## src/rtl/mips_isa_pkg.sv

```systemverilog
// mips_isa_pkg: mnemonic codes, opcode/funct constants and field packers shared by the encoder.
package mips_isa_pkg;
  typedef enum logic [4:0] {
    M_NOP, M_ADD, M_ADDU, M_SUB, M_SUBU, M_AND, M_OR, M_SLT, M_SLTU,
    M_SLL, M_SRL, M_SLLV, M_SRLV, M_ADDI, M_ORI, M_LUI, M_LW, M_SW,
    M_BEQ, M_J, M_JAL, M_LI
  } mnem_e;
  typedef enum logic [1:0] {EMPTY, HOLD, HOLD_HI} state_e;
  localparam logic [5:0] F_ADD = 6'h20, F_ADDU = 6'h21, F_SUB = 6'h22, F_SUBU = 6'h23;
  localparam logic [5:0] F_AND = 6'h24, F_OR = 6'h25, F_SLT = 6'h2A, F_SLTU = 6'h2B;
  localparam logic [5:0] F_SLL = 6'h00, F_SRL = 6'h02, F_SLLV = 6'h04, F_SRLV = 6'h06;
  localparam logic [5:0] OP_ADDI = 6'h08, OP_ORI = 6'h0D, OP_LUI = 6'h0F, OP_LW = 6'h23;
  localparam logic [5:0] OP_SW = 6'h2B, OP_BEQ = 6'h04, OP_J = 6'h02, OP_JAL = 6'h03;
  function automatic logic [31:0] r_type(logic [4:0] rs, rt, rd, sh, logic [5:0] f);
    return {6'd0, rs, rt, rd, sh, f};
  endfunction
  function automatic logic [31:0] i_type(logic [5:0] op, logic [4:0] rs, rt, logic [15:0] im);
    return {op, rs, rt, im};
  endfunction
  function automatic logic [31:0] j_type(logic [5:0] op, logic [25:0] t);
    return {op, t};
  endfunction
endpackage

```

## src/rtl/mips_instr_encoder_if.sv

```systemverilog
// mips_instr_encoder_if: request, emit and control signals of the instruction encoder.
interface mips_instr_encoder_if;
  logic in_valid, in_ready;
  logic [4:0] in_mnem, in_rs, in_rt, in_rd, in_shamt;
  logic [31:0] in_imm;
  logic addr_clr;
  logic out_valid, out_ready;
  logic [31:0] out_instr;
  logic [9:0] out_addr;
  logic err;
  modport master (
    output in_valid, in_mnem, in_rs, in_rt, in_rd, in_shamt, in_imm, addr_clr, out_ready,
    input in_ready, out_valid, out_instr, out_addr, err
  );
  modport slave (
    input in_valid, in_mnem, in_rs, in_rt, in_rd, in_shamt, in_imm, addr_clr, out_ready,
    output in_ready, out_valid, out_instr, out_addr, err
  );
endinterface

```

## src/rtl/instr_pack.sv

```systemverilog
// instr_pack: combinational mnemonic-plus-fields to MIPS word, with li split into lui/ori.
module instr_pack
  import mips_isa_pkg::*;
(
  input  logic [4:0]  mnem,
  input  logic [4:0]  rs,
  input  logic [4:0]  rt,
  input  logic [4:0]  rd,
  input  logic [4:0]  shamt,
  input  logic [31:0] imm,
  output logic [31:0] word,
  output logic [31:0] lo,
  output logic        two,
  output logic        bad
);
  always_comb begin
    word = '0;
    lo = i_type(OP_ORI, rt, rt, imm[15:0]);
    two = 1'b0;
    bad = 1'b0;
    case (mnem)
      M_NOP:  word = '0;
      M_ADD:  word = r_type(rs, rt, rd, shamt, F_ADD);
      M_ADDU: word = r_type(rs, rt, rd, shamt, F_ADDU);
      M_SUB:  word = r_type(rs, rt, rd, shamt, F_SUB);
      M_SUBU: word = r_type(rs, rt, rd, shamt, F_SUBU);
      M_AND:  word = r_type(rs, rt, rd, shamt, F_AND);
      M_OR:   word = r_type(rs, rt, rd, shamt, F_OR);
      M_SLT:  word = r_type(rs, rt, rd, shamt, F_SLT);
      M_SLTU: word = r_type(rs, rt, rd, shamt, F_SLTU);
      M_SLL:  word = r_type(rs, rt, rd, shamt, F_SLL);
      M_SRL:  word = r_type(rs, rt, rd, shamt, F_SRL);
      M_SLLV: word = r_type(rs, rt, rd, shamt, F_SLLV);
      M_SRLV: word = r_type(rs, rt, rd, shamt, F_SRLV);
      M_ADDI: word = i_type(OP_ADDI, rs, rt, imm[15:0]);
      M_ORI:  word = i_type(OP_ORI, rs, rt, imm[15:0]);
      M_LUI:  word = i_type(OP_LUI, rs, rt, imm[15:0]);
      M_LW:   word = i_type(OP_LW, rs, rt, imm[15:0]);
      M_SW:   word = i_type(OP_SW, rs, rt, imm[15:0]);
      M_BEQ:  word = i_type(OP_BEQ, rs, rt, imm[15:0]);
      M_J:    word = j_type(OP_J, imm[25:0]);
      M_JAL:  word = j_type(OP_JAL, imm[25:0]);
      M_LI: begin
        two = |imm[31:16];
        word = |imm[31:16] ? i_type(OP_LUI, 5'd0, rt, imm[31:16]) : i_type(OP_ORI, 5'd0, rt, imm[15:0]);
      end
      default: bad = 1'b1;
    endcase
  end
endmodule

```

## src/rtl/mips_instr_encoder.sv

```systemverilog
// mips_instr_encoder: accepts instruction descriptions and emits encoded words with word addresses.
module mips_instr_encoder
  import mips_isa_pkg::*;
(
  input logic clk,
  input logic rst,
  mips_instr_encoder_if.slave bus
);
  state_e state;
  logic [31:0] word, lo, pend;
  logic two, bad, acc, hs, load, clr_pend;
  instr_pack u_pack (
    .mnem(bus.in_mnem), .rs(bus.in_rs), .rt(bus.in_rt), .rd(bus.in_rd),
    .shamt(bus.in_shamt), .imm(bus.in_imm), .word(word), .lo(lo), .two(two), .bad(bad)
  );
  assign bus.in_ready = !rst && (state == EMPTY || (state == HOLD && bus.out_ready));
  assign bus.out_valid = state != EMPTY;
  assign acc = bus.in_valid && bus.in_ready;
  assign hs = bus.out_valid && bus.out_ready;
  assign load = acc && !bad;
  // a clear arriving while a word is held is deferred so the held word keeps its address
  always_ff @(posedge clk) begin
    if (rst) begin
      state <= EMPTY;
      bus.out_instr <= '0;
      bus.out_addr <= '0;
      bus.err <= 1'b0;
      pend <= '0;
      clr_pend <= 1'b0;
    end else begin
      bus.err <= acc && bad;
      if (load) begin
        bus.out_instr <= word;
        pend <= lo;
        state <= two ? HOLD_HI : HOLD;
      end else if (hs) begin
        bus.out_instr <= state == HOLD_HI ? pend : bus.out_instr;
        state <= state == HOLD_HI ? HOLD : EMPTY;
      end
      if (bus.addr_clr && (hs || state == EMPTY)) begin
        bus.out_addr <= '0;
        clr_pend <= 1'b0;
      end else if (bus.addr_clr) begin
        clr_pend <= 1'b1;
      end else if (hs) begin
        bus.out_addr <= clr_pend ? 10'd0 : bus.out_addr + 10'd1;
        clr_pend <= 1'b0;
      end
    end
  end
endmodule

```

## src/flat_wrapper.sv

```systemverilog
// flat-port wrapper written by rule: the top's interface ports become plain ports
module mips_instr_encoder_flat import mips_isa_pkg::*;
  (clk, rst, bus_in_valid, bus_in_mnem, bus_in_rs, bus_in_rt, bus_in_rd, bus_in_shamt, bus_in_imm, bus_addr_clr, bus_out_ready, bus_in_ready, bus_out_valid, bus_out_instr, bus_out_addr, bus_err);
  mips_instr_encoder_if bus_i ();
  input logic clk;
  input logic rst;
  input wire logic [$bits(bus_i.in_valid)-1:0] bus_in_valid;
  input wire logic [$bits(bus_i.in_mnem)-1:0] bus_in_mnem;
  input wire logic [$bits(bus_i.in_rs)-1:0] bus_in_rs;
  input wire logic [$bits(bus_i.in_rt)-1:0] bus_in_rt;
  input wire logic [$bits(bus_i.in_rd)-1:0] bus_in_rd;
  input wire logic [$bits(bus_i.in_shamt)-1:0] bus_in_shamt;
  input wire logic [$bits(bus_i.in_imm)-1:0] bus_in_imm;
  input wire logic [$bits(bus_i.addr_clr)-1:0] bus_addr_clr;
  input wire logic [$bits(bus_i.out_ready)-1:0] bus_out_ready;
  output wire logic [$bits(bus_i.in_ready)-1:0] bus_in_ready;
  output wire logic [$bits(bus_i.out_valid)-1:0] bus_out_valid;
  output wire logic [$bits(bus_i.out_instr)-1:0] bus_out_instr;
  output wire logic [$bits(bus_i.out_addr)-1:0] bus_out_addr;
  output wire logic [$bits(bus_i.err)-1:0] bus_err;
  assign bus_i.in_valid = bus_in_valid;
  assign bus_i.in_mnem = bus_in_mnem;
  assign bus_i.in_rs = bus_in_rs;
  assign bus_i.in_rt = bus_in_rt;
  assign bus_i.in_rd = bus_in_rd;
  assign bus_i.in_shamt = bus_in_shamt;
  assign bus_i.in_imm = bus_in_imm;
  assign bus_i.addr_clr = bus_addr_clr;
  assign bus_i.out_ready = bus_out_ready;
  assign bus_in_ready = bus_i.in_ready;
  assign bus_out_valid = bus_i.out_valid;
  assign bus_out_instr = bus_i.out_instr;
  assign bus_out_addr = bus_i.out_addr;
  assign bus_err = bus_i.err;
  mips_instr_encoder u_core (.clk(clk), .rst(rst), .bus(bus_i));
endmodule
```

## config.mk

```make
export PLATFORM = sky130hd
export DESIGN_NAME = mips_instr_encoder_flat
export DESIGN_NICKNAME = d
export VERILOG_FILES = /design/src/rtl/mips_isa_pkg.sv /design/src/rtl/mips_instr_encoder_if.sv /design/src/rtl/instr_pack.sv /design/src/rtl/mips_instr_encoder.sv /design/src/flat_wrapper.sv
export SDC_FILE = /design/constraint.sdc
export NUM_CORES = 1
export LEC_CHECK = 0
export CAP_MARGIN = 20
export CORE_ASPECT_RATIO = 2
export CORE_MARGIN = 3
export CORE_UTILIZATION = 47
export DETAILED_ROUTE_END_ITERATION = 8
export PLACE_DENSITY = 0.93
export RECOVER_POWER = 50
export REMOVE_ABC_BUFFERS = 1
export SLEW_MARGIN = 20
export SYNTH_ARGS = -nofsm -noshare
export SYNTH_HDL_FRONTEND = slang
export SYNTH_SLANG_ARGS = --single-unit
```

## constraint.sdc

```tcl
create_clock -name clk -period 2.5 [get_ports clk]
set_clock_uncertainty 0.2 [all_clocks]
set_input_delay 0.5 -clock clk [delete_from_list [all_inputs] [get_ports clk]]
set_output_delay 0.5 -clock clk [all_outputs]
set_load 0.005 [all_outputs]
```

==> results of run 1 <==
critical path: stages:
cell	delay [ns]
clkdlybuf4s50_1	0.52
buf_4	0.22
nand2_1	0.12
nor2_2	0.07
a221o_1	0.38
buf_12	0.16
a222oi_1	0.30
o22ai_1	0.14
metal layers:
metal  global-route usage (%)  up-vias  share of wire [%]
met3                     10.0      117                 10
met4                     26.0        0                9.2
met2                     52.8      338                 50
met1                     31.9     1905                 31
li1                         -     1841                  -
met5                        0        -                  0
per-stage QoR:
step           total power [mW]  utilization (%)  instance area [µm²]  setup slack, ns
4_1_cts                    2.87             74.7                 5230           0.0156
5_1_grt                    2.95             74.8                 5230           0.0400
3_5_place_dp               1.70             70.6                 4930           -0.339
6_report                   2.86             74.8                 5230            0.109
2_1_floorplan              1.35                -                 3260            0.155
3_3_place_gp               1.68             70.6                 4930           -0.255
registers in the layout, summed over array words and instances, names as in the netlist:
| name | flops |
|---|---|
| u_core.bus.err | 1 |
| u_core.bus.out_addr | 10 |
| u_core.clr_pend | 1 |
| u_core.pend | 22 |
| u_core.state | 2 |
| u_core.bus.out_instr | 31 |
cell families after synthesis:
kind of cell,after synthesis,synth area share [%]
xor+xnor,11,2.81
fa+ha+maj,1,0.365
mux,10,2.92
compound gates,119,24.7
flops,67,39.2
simple gates,178,24.8
buf+inv,33,5.15
other cells,1,0.109
timing repair:
action	in CTS	in global routing
hold buffers	0	0
endpoints found under the setup margin	2	11
cloned	0	0
gates resized for setup	3	8
hold endpoints to repair	0	0
area by class of cell:
| class | instances | area (µm²) |
|---|---|---|
| inverter | 3 | 11.3 |
| timing repair buffer | 168 | 1560 |
| clock buffer | 10 | 239 |
| sequential | 67 | 1340 |
| tap | 90 | 113 |
| fill | 470 | 1760 |
| multi-input combinational | 320 | 1930 |
| clock inverter | 6 | 40.0 |
placed cells by master, fill, tap and decap left out, types with 4 or more instances in the layout:
| cell type | synthesis | final |
|---|---|---|
| o21ai_0 | 8 | 6 |
| dfxtp_1 | 67 | 67 |
| xor2_1 | 9 | 9 |
| nand4_1 | 6 | 6 |
| clkdlybuf4s50_1 | 0 | 59 |
| nor2b_1 | 9 | 9 |
| and2_1 | 5 | 5 |
| a221oi_1 | 6 | 6 |
| a32o_1 | 6 | 6 |
| o221ai_1 | 4 | 4 |
| buf_4 | 4 | 57 |
| mux2i_1 | 10 | 10 |
| a21oi_1 | 43 | 43 |
| a22o_1 | 5 | 5 |
| dlygate4sd3_1 | 0 | 42 |
| nand2_1 | 57 | 57 |
| nor4_1 | 7 | 7 |
| nor3_1 | 14 | 14 |
| o22ai_1 | 12 | 12 |
| a222oi_1 | 9 | 9 |
| nand2b_1 | 6 | 4 |
| clkbuf_16 | 0 | 9 |
| nor2_1 | 51 | 51 |
| nand3_1 | 5 | 5 |
power groups by stage:
| stage | sequential [mW] | clock [mW] | combinational (mW) |
|---|---|---|---|
| after floorplan | 1.16 | 0 | 0.183 |
| after global placement | 1.16 | 0 | 0.517 |
| after detailed placement | 1.17 | 0 | 0.532 |
| after CTS | 1.15 | 1.18 | 0.542 |
| after global routing | 1.15 | 1.22 | 0.577 |
| final | 1.15 | 1.17 | 0.542 |
worst paths after layout:
check / from / end / cells past startpoint
setup reg to reg: u_core.state[0]$_SDFFE_PP0P_ / u_core.bus.out_addr[5]$_SDFFE_PP0P_ / 4
hold reg to reg: u_core.pend[3]$_SDFFE_PP0P_ / u_core.pend[3]$_SDFFE_PP0P_ / 2
hold / removal: u_core.pend[3]$_SDFFE_PP0P_ / u_core.pend[3]$_SDFFE_PP0P_ / 2
setup / recovery: bus_in_mnem[3] / u_core.bus.out_instr[9]$_SDFFE_PP0P_ / 8
cell usage after synthesis (2+ instances only):
master and count:
dfxtp_1 67, nand2_1 57, nor2_1 51, a21oi_1 43, nor3_1 14, buf_2 12, o22ai_1 12, clkbuf_1 10
mux2i_1 10, a222oi_1 9, nor2b_1 9, xor2_1 9, o21ai_0 8, nor4_1 7, a221oi_1 6, a32o_1 6
nand2b_1 6, nand4_1 6, a22o_1 5, and2_1 5, nand3_1 5, buf_4 4, o221ai_1 4, a21boi_0 3
and3_1 3, buf_6 3, o21bai_1 3, o2bb2ai_1 3, a211oi_1 2, a22oi_1 2, inv_1 2, nand3b_1 2
nor2_2 2, nor2_4 2, nor3b_1 2, o21a_1 2, xnor2_1 2
==> metrics.md, run 1 <==
| Metric | Value |
|---|---|
| WP data required | 2.52 ns |
| Vert. Die Dim | 127 µm |
| Max Fclk | 0.418 GHz |
| DR vias/cell | 6.33 |
| Worst Path Arrival | 2.41 ns |
| Slew @ Worst Pin | 0.657 ns |
| Total grt overflow | 0 |
| Initial Utilization | 49.0% |
| Netlist cell types | 59 |
| Maxcap violations | 0 |
| I/O Pins | 107 |
| Dpl cells | 648 |
| Post-DP HPWL | 9310 µm |
| Flop-to-flop setup slack | 0.67 ns |
| Cell taking the most area after synthesis | dfxtp_1 |
| HP Class | reg -> reg |
| First-pass GRT wire length | 20400 µm |
| YS warnings | 0 |
| Routed len/inst | 19.5 µm |
| Prevailing post-synth register cell | dfxtp_1 |
| Final setup fails | 0 |
| Min cycle time layout | 2.39 ns |
| Part of the power in combinational logic | 18.9% |
| Initial DRC count | 486 |
| Top cells by area, synth | dfxtp_1 (39%), a21oi_1 (6.3%), nand2_1 (6.2%) |
| Peak VDD IR | 0.559 mV |
| Fin crit share | 95.6% |
| Floorplan row count | 43 |
| Number of enable flip-flop cells after synthesis | 0 |
| Final Net Count | 632 |
| Synthesis-stage register bit count | 67 |
| TNS Setup | 0 ns |
| ANT cells | 0 |
| Mapped Area | 0.00343 mm² |
| IO Port Bufs | 105 |
| Cell Pwr Density | 547 mW/mm² |
| Sink Count | 67 |
| Setup CP Type | in -> reg |
| Final hold violation count | 0 |
| Post-Syn Instances | 420 |
| Switch share | 26.8% |
| Clk buf depth | 2 |
| Antenna Nets Post-Route | 0 |
| Core ar. | 0.00699 mm² |
| DIE AREA | 0.00841 mm² |
| FFs w/ async S/R, synth | 0% |
| CTS root buf | clkbuf_16 |
| Via Count | 4201 |
| Clock Power Share | 41.0% |
| Gr usage total | 32.1% |
| CTS Buf Count | 9 |
| Hold_ws | 0.261 ns |
| RSZ-0062 raised after global routing | false |
| Finished Layout Cells | 664 |
| TritonCTS clock tree | yes |
| Startpoint class of the critical path | input pin |
| WL final | 12900 µm |
| Register share of total power | 40.0% |
| Sw power | 0.767 mW |
| Remaining routing DRC violations | 0 |
| H-tree levels | 3 |
| Area Overhead vs Synth | 52.7% |
| P_leak | 2.20 nW |
| Pin count of the biggest net entering global routing | 26 |
| Layout cell share with drive strength beyond 1 | 15.3% |
| Die W | 66.4 µm |
| CP endpoint kind | register |
| Skew-Pair Late Insertion Delay | 0.35 ns |
| Register area share after synthesis | 39.2% |
| First drt pass iteration count | 8 |
| Int Pwr | 2.09 mW |
| Worst-path fanout max | 14 |
| Post-CTS Setup Inserts | 0 |
| Status | complete, no violations |
| Final Wtd Congestion | 1.07 |
| Max Slew Vio Count | 0 |
| Clock transition at the registers of the reported paths | 0.06 ns |
| Vias in the first global route | 4149 |
| Initial antenna violation count | 0 |
| Post-synth top area share | 39.2% |
| Relative slew slack | 56.1% |
| Average cell area after synthesis | 8.16 µm² |
Power figures use the tool's default switching activity.
==> inputs of run 2 (changes only) <==
--- a/config.mk
+++ b/config.mk
@@ -10,7 +10,7 @@
 export CORE_MARGIN = 3
 export CORE_UTILIZATION = 47
 export DETAILED_ROUTE_END_ITERATION = 8
-export PLACE_DENSITY = 0.93
+export PLACE_DENSITY = 0.81
 export RECOVER_POWER = 50
 export REMOVE_ABC_BUFFERS = 1
 export SLEW_MARGIN = 20
==> metrics.md, run 2 (synthesis gave the netlist of run 1 again) <==
| Metric | Value |
|---|---|
| Status | complete, no violations |
| Max Slew Vio Count | 0 (unchanged) |
| Cell family with most CP delay | buffers and inverters |
| Startpoint class of the critical path | input pin |
| Post-CTS Setup Inserts | 0 (unchanged) |
| Sink Count | 67 (unchanged) |
| CTS root buf | clkbuf_16 |
| RSZ-0062 raised after global routing | false |
| CTS Buf Count | 9 (unchanged) |
| Skew-Pair Late Insertion Delay | 0.34 ns (about the same) |
| CP peak stage delay | 0.56 ns (+0.04 ns) |
| Buf/Inv on CP | 3 (unchanged) |
| Maxcap violations | 0 (unchanged) |
| Gr usage total | 31.4% (-0.74 points) |
| Initial DRC count | 252 (-48%) |
| Final Net Count | 640 (+1.3%) |
| Setup CP Type | in -> reg |
| Cell Pwr Density | 547 mW/mm² (about the same) |
| CP Cell Sequence | dlygate4sd3_1 > nand2b_1 > buf_4 > o2111ai_4 > nor2_4 > clkinvlp_4 > o22ai_1 |
| Worst-path fanout max | 14 (unchanged) |
| DR vias/cell | 5.99 (-5.4%) |
| Most common cell after layout, fill and taps aside | dfxtp_1 |
| Layout cell share with drive strength beyond 1 | 16.3% (+0.99 points) |
| Peak VDD IR | 0.584 mV (+4.6%) |
| Via Count | 4023 (-4.2%) |
| Fin crit share | 95.7% (+0.10 points) |
| Post-DP HPWL | 9760 µm (+4.7%) |
| CP endpoint kind | register |
| ANT cells | 0 (unchanged) |
| Slowest stage cell on the critical path | dlygate4sd3_1 |
| Final hold violation count | 0 (unchanged) |
| Min cycle time layout | 2.39 ns (+0.00259 ns) |
| Slew @ Worst Pin | 0.704 ns (+0.0471 ns) |
| Initial Utilization | 49.0% (unchanged) |
| Most frequent cells in the layout | dfxtp_1 (67), buf_4 (66), clkdlybuf4s50_1 (60), nand2_1 (57), nor2_1 (51) |
| IO Port Bufs | 105 (unchanged) |
| Pin count of the biggest net entering global routing | 46 (+77%) |
| Initial antenna violation count | 0 (unchanged) |
| Top Registers | u_core.bus.out_instr (31), u_core.pend (22), u_core.bus.out_addr (10) |
| Antenna Nets Post-Route | 0 (unchanged) |
| Routed len/inst | 19.1 µm (-1.8%) |
| TritonCTS clock tree | yes |
| Dpl cells | 656 (+1.2%) |
| DIE AREA | 0.00841 mm² (unchanged) |
| Finished Layout Cells | 672 (+1.2%) |
| P_leak | 2.22 nW (+0.86%) |
| H-tree levels | 3 (unchanged) |
| I/O Pins | 107 (unchanged) |
| Total grt overflow | 0 (unchanged) |
| Area Overhead vs Synth | 54.1% |
| # hold bufs at CTS | 0 (unchanged) |
| Clock transition at the registers of the reported paths | 0.05 ns (about the same) |
| Worst Path Arrival | 2.45 ns (+0.04 ns) |
| HP Class | reg -> reg |
| First drt pass iteration count | 7 (-1) |
| Register name with the most flops | u_core.bus.out_instr |
| Floorplan row count | 43 (unchanged) |
| WP data required | 2.56 ns (+0.04 ns) |
| Total power draw | 2.89 mW (+0.83%) |
| Final Wtd Congestion | 0.921 (-14%) |
| Core ar. | 0.00699 mm² (unchanged) |
| Vert. Die Dim | 127 µm (unchanged) |
| Remaining routing DRC violations | 0 (unchanged) |
| First-pass GRT wire length | 19900 µm (-2.3%) |
| Largest register FFs | 31 (unchanged) |
| Max Fclk | 0.418 GHz (-0.11%) |
| Relative slew slack | 53.0% (-3.1 points) |
| WL final | 12800 µm (-0.63%) |
| Clk buf depth | 2 (unchanged) |
| Vias in the first global route | 4108 (-0.99%) |
| Die W | 66.4 µm (unchanged) |
| Final setup fails | 0 (unchanged) |
[run 2: report_power, final]
part           switching (mW)  internal, mW  total [mW]
Combinational           0.254         0.286       0.540
Clock                   0.475         0.726        1.20
Sequential             0.0274          1.12        1.14
[run 2: worst min-delay path, cell delays in order (launching register included)]
cell and delay (ns):
dfxtp_1 0.31, nand2_1 0.05, a21oi_1 0.05
[run 2: final timing paths]
kind              slack, ns  depth (start not counted)                               endpoint                          from
setup / recovery       0.11                          7  u_core.bus.out_instr[14]$_SDFFE_PP0P_                 bus_out_ready
hold / removal         0.26                          2           u_core.pend[24]$_SDFFE_PP0P_  u_core.pend[24]$_SDFFE_PP0P_
setup reg to reg       0.56                          6  u_core.bus.out_instr[14]$_SDFFE_PP0P_  u_core.state[0]$_SDFFE_PP0P_
hold reg to reg        0.26                          2           u_core.pend[24]$_SDFFE_PP0P_  u_core.pend[24]$_SDFFE_PP0P_
[run 2: cell type report]
| cell class | instances | area [µm²] |
|---|---|---|
| clock buffer | 11 | 253 |
| inverter | 3 | 15.0 |
| fill | 563 | 1720 |
| clock inverter | 5 | 35.0 |
| timing repair buffer | 176 | 1600 |
| multi-input combinational | 320 | 1920 |
| tap | 90 | 113 |
| sequential | 67 | 1340 |
[run 2: through the flow]
stage | setup WS (ns) | area [µm²] | setup TNS, ns | hold WS [ns] | utilization [%]
floorplan | 0.155 | 3260 | 0 | 0.226 | -
global placement | -0.264 | 4980 | -6.35 | 0.237 | 71.2
detailed placement | -0.304 | 4980 | -7.73 | 0.250 | 71.2
CTS | 0.0141 | 5280 | 0 | 0.257 | 75.4
global route | 0.0154 | 5280 | 0 | 0.280 | 75.5
finish | 0.106 | 5280 | 0 | 0.262 | 75.5
[run 2: per-layer routing]
layer | up-vias | part of all wire (%) | GRT usage [%]
met1 | 1912 | 34 | 31.6
li1 | 1849 | - | -
met2 | 215 | 55 | 56.5
met3 | 47 | 5.9 | 6.47
met5 | - | 0 | 0
met4 | 0 | 5.2 | 18.7
[run 2: what timing repair did]
action / CTS / global route
gates resized for setup: 2 / 5
setup endpoints to repair: 1 / 21
gates cloned: 0 / 0
pin swaps: 0 / 1
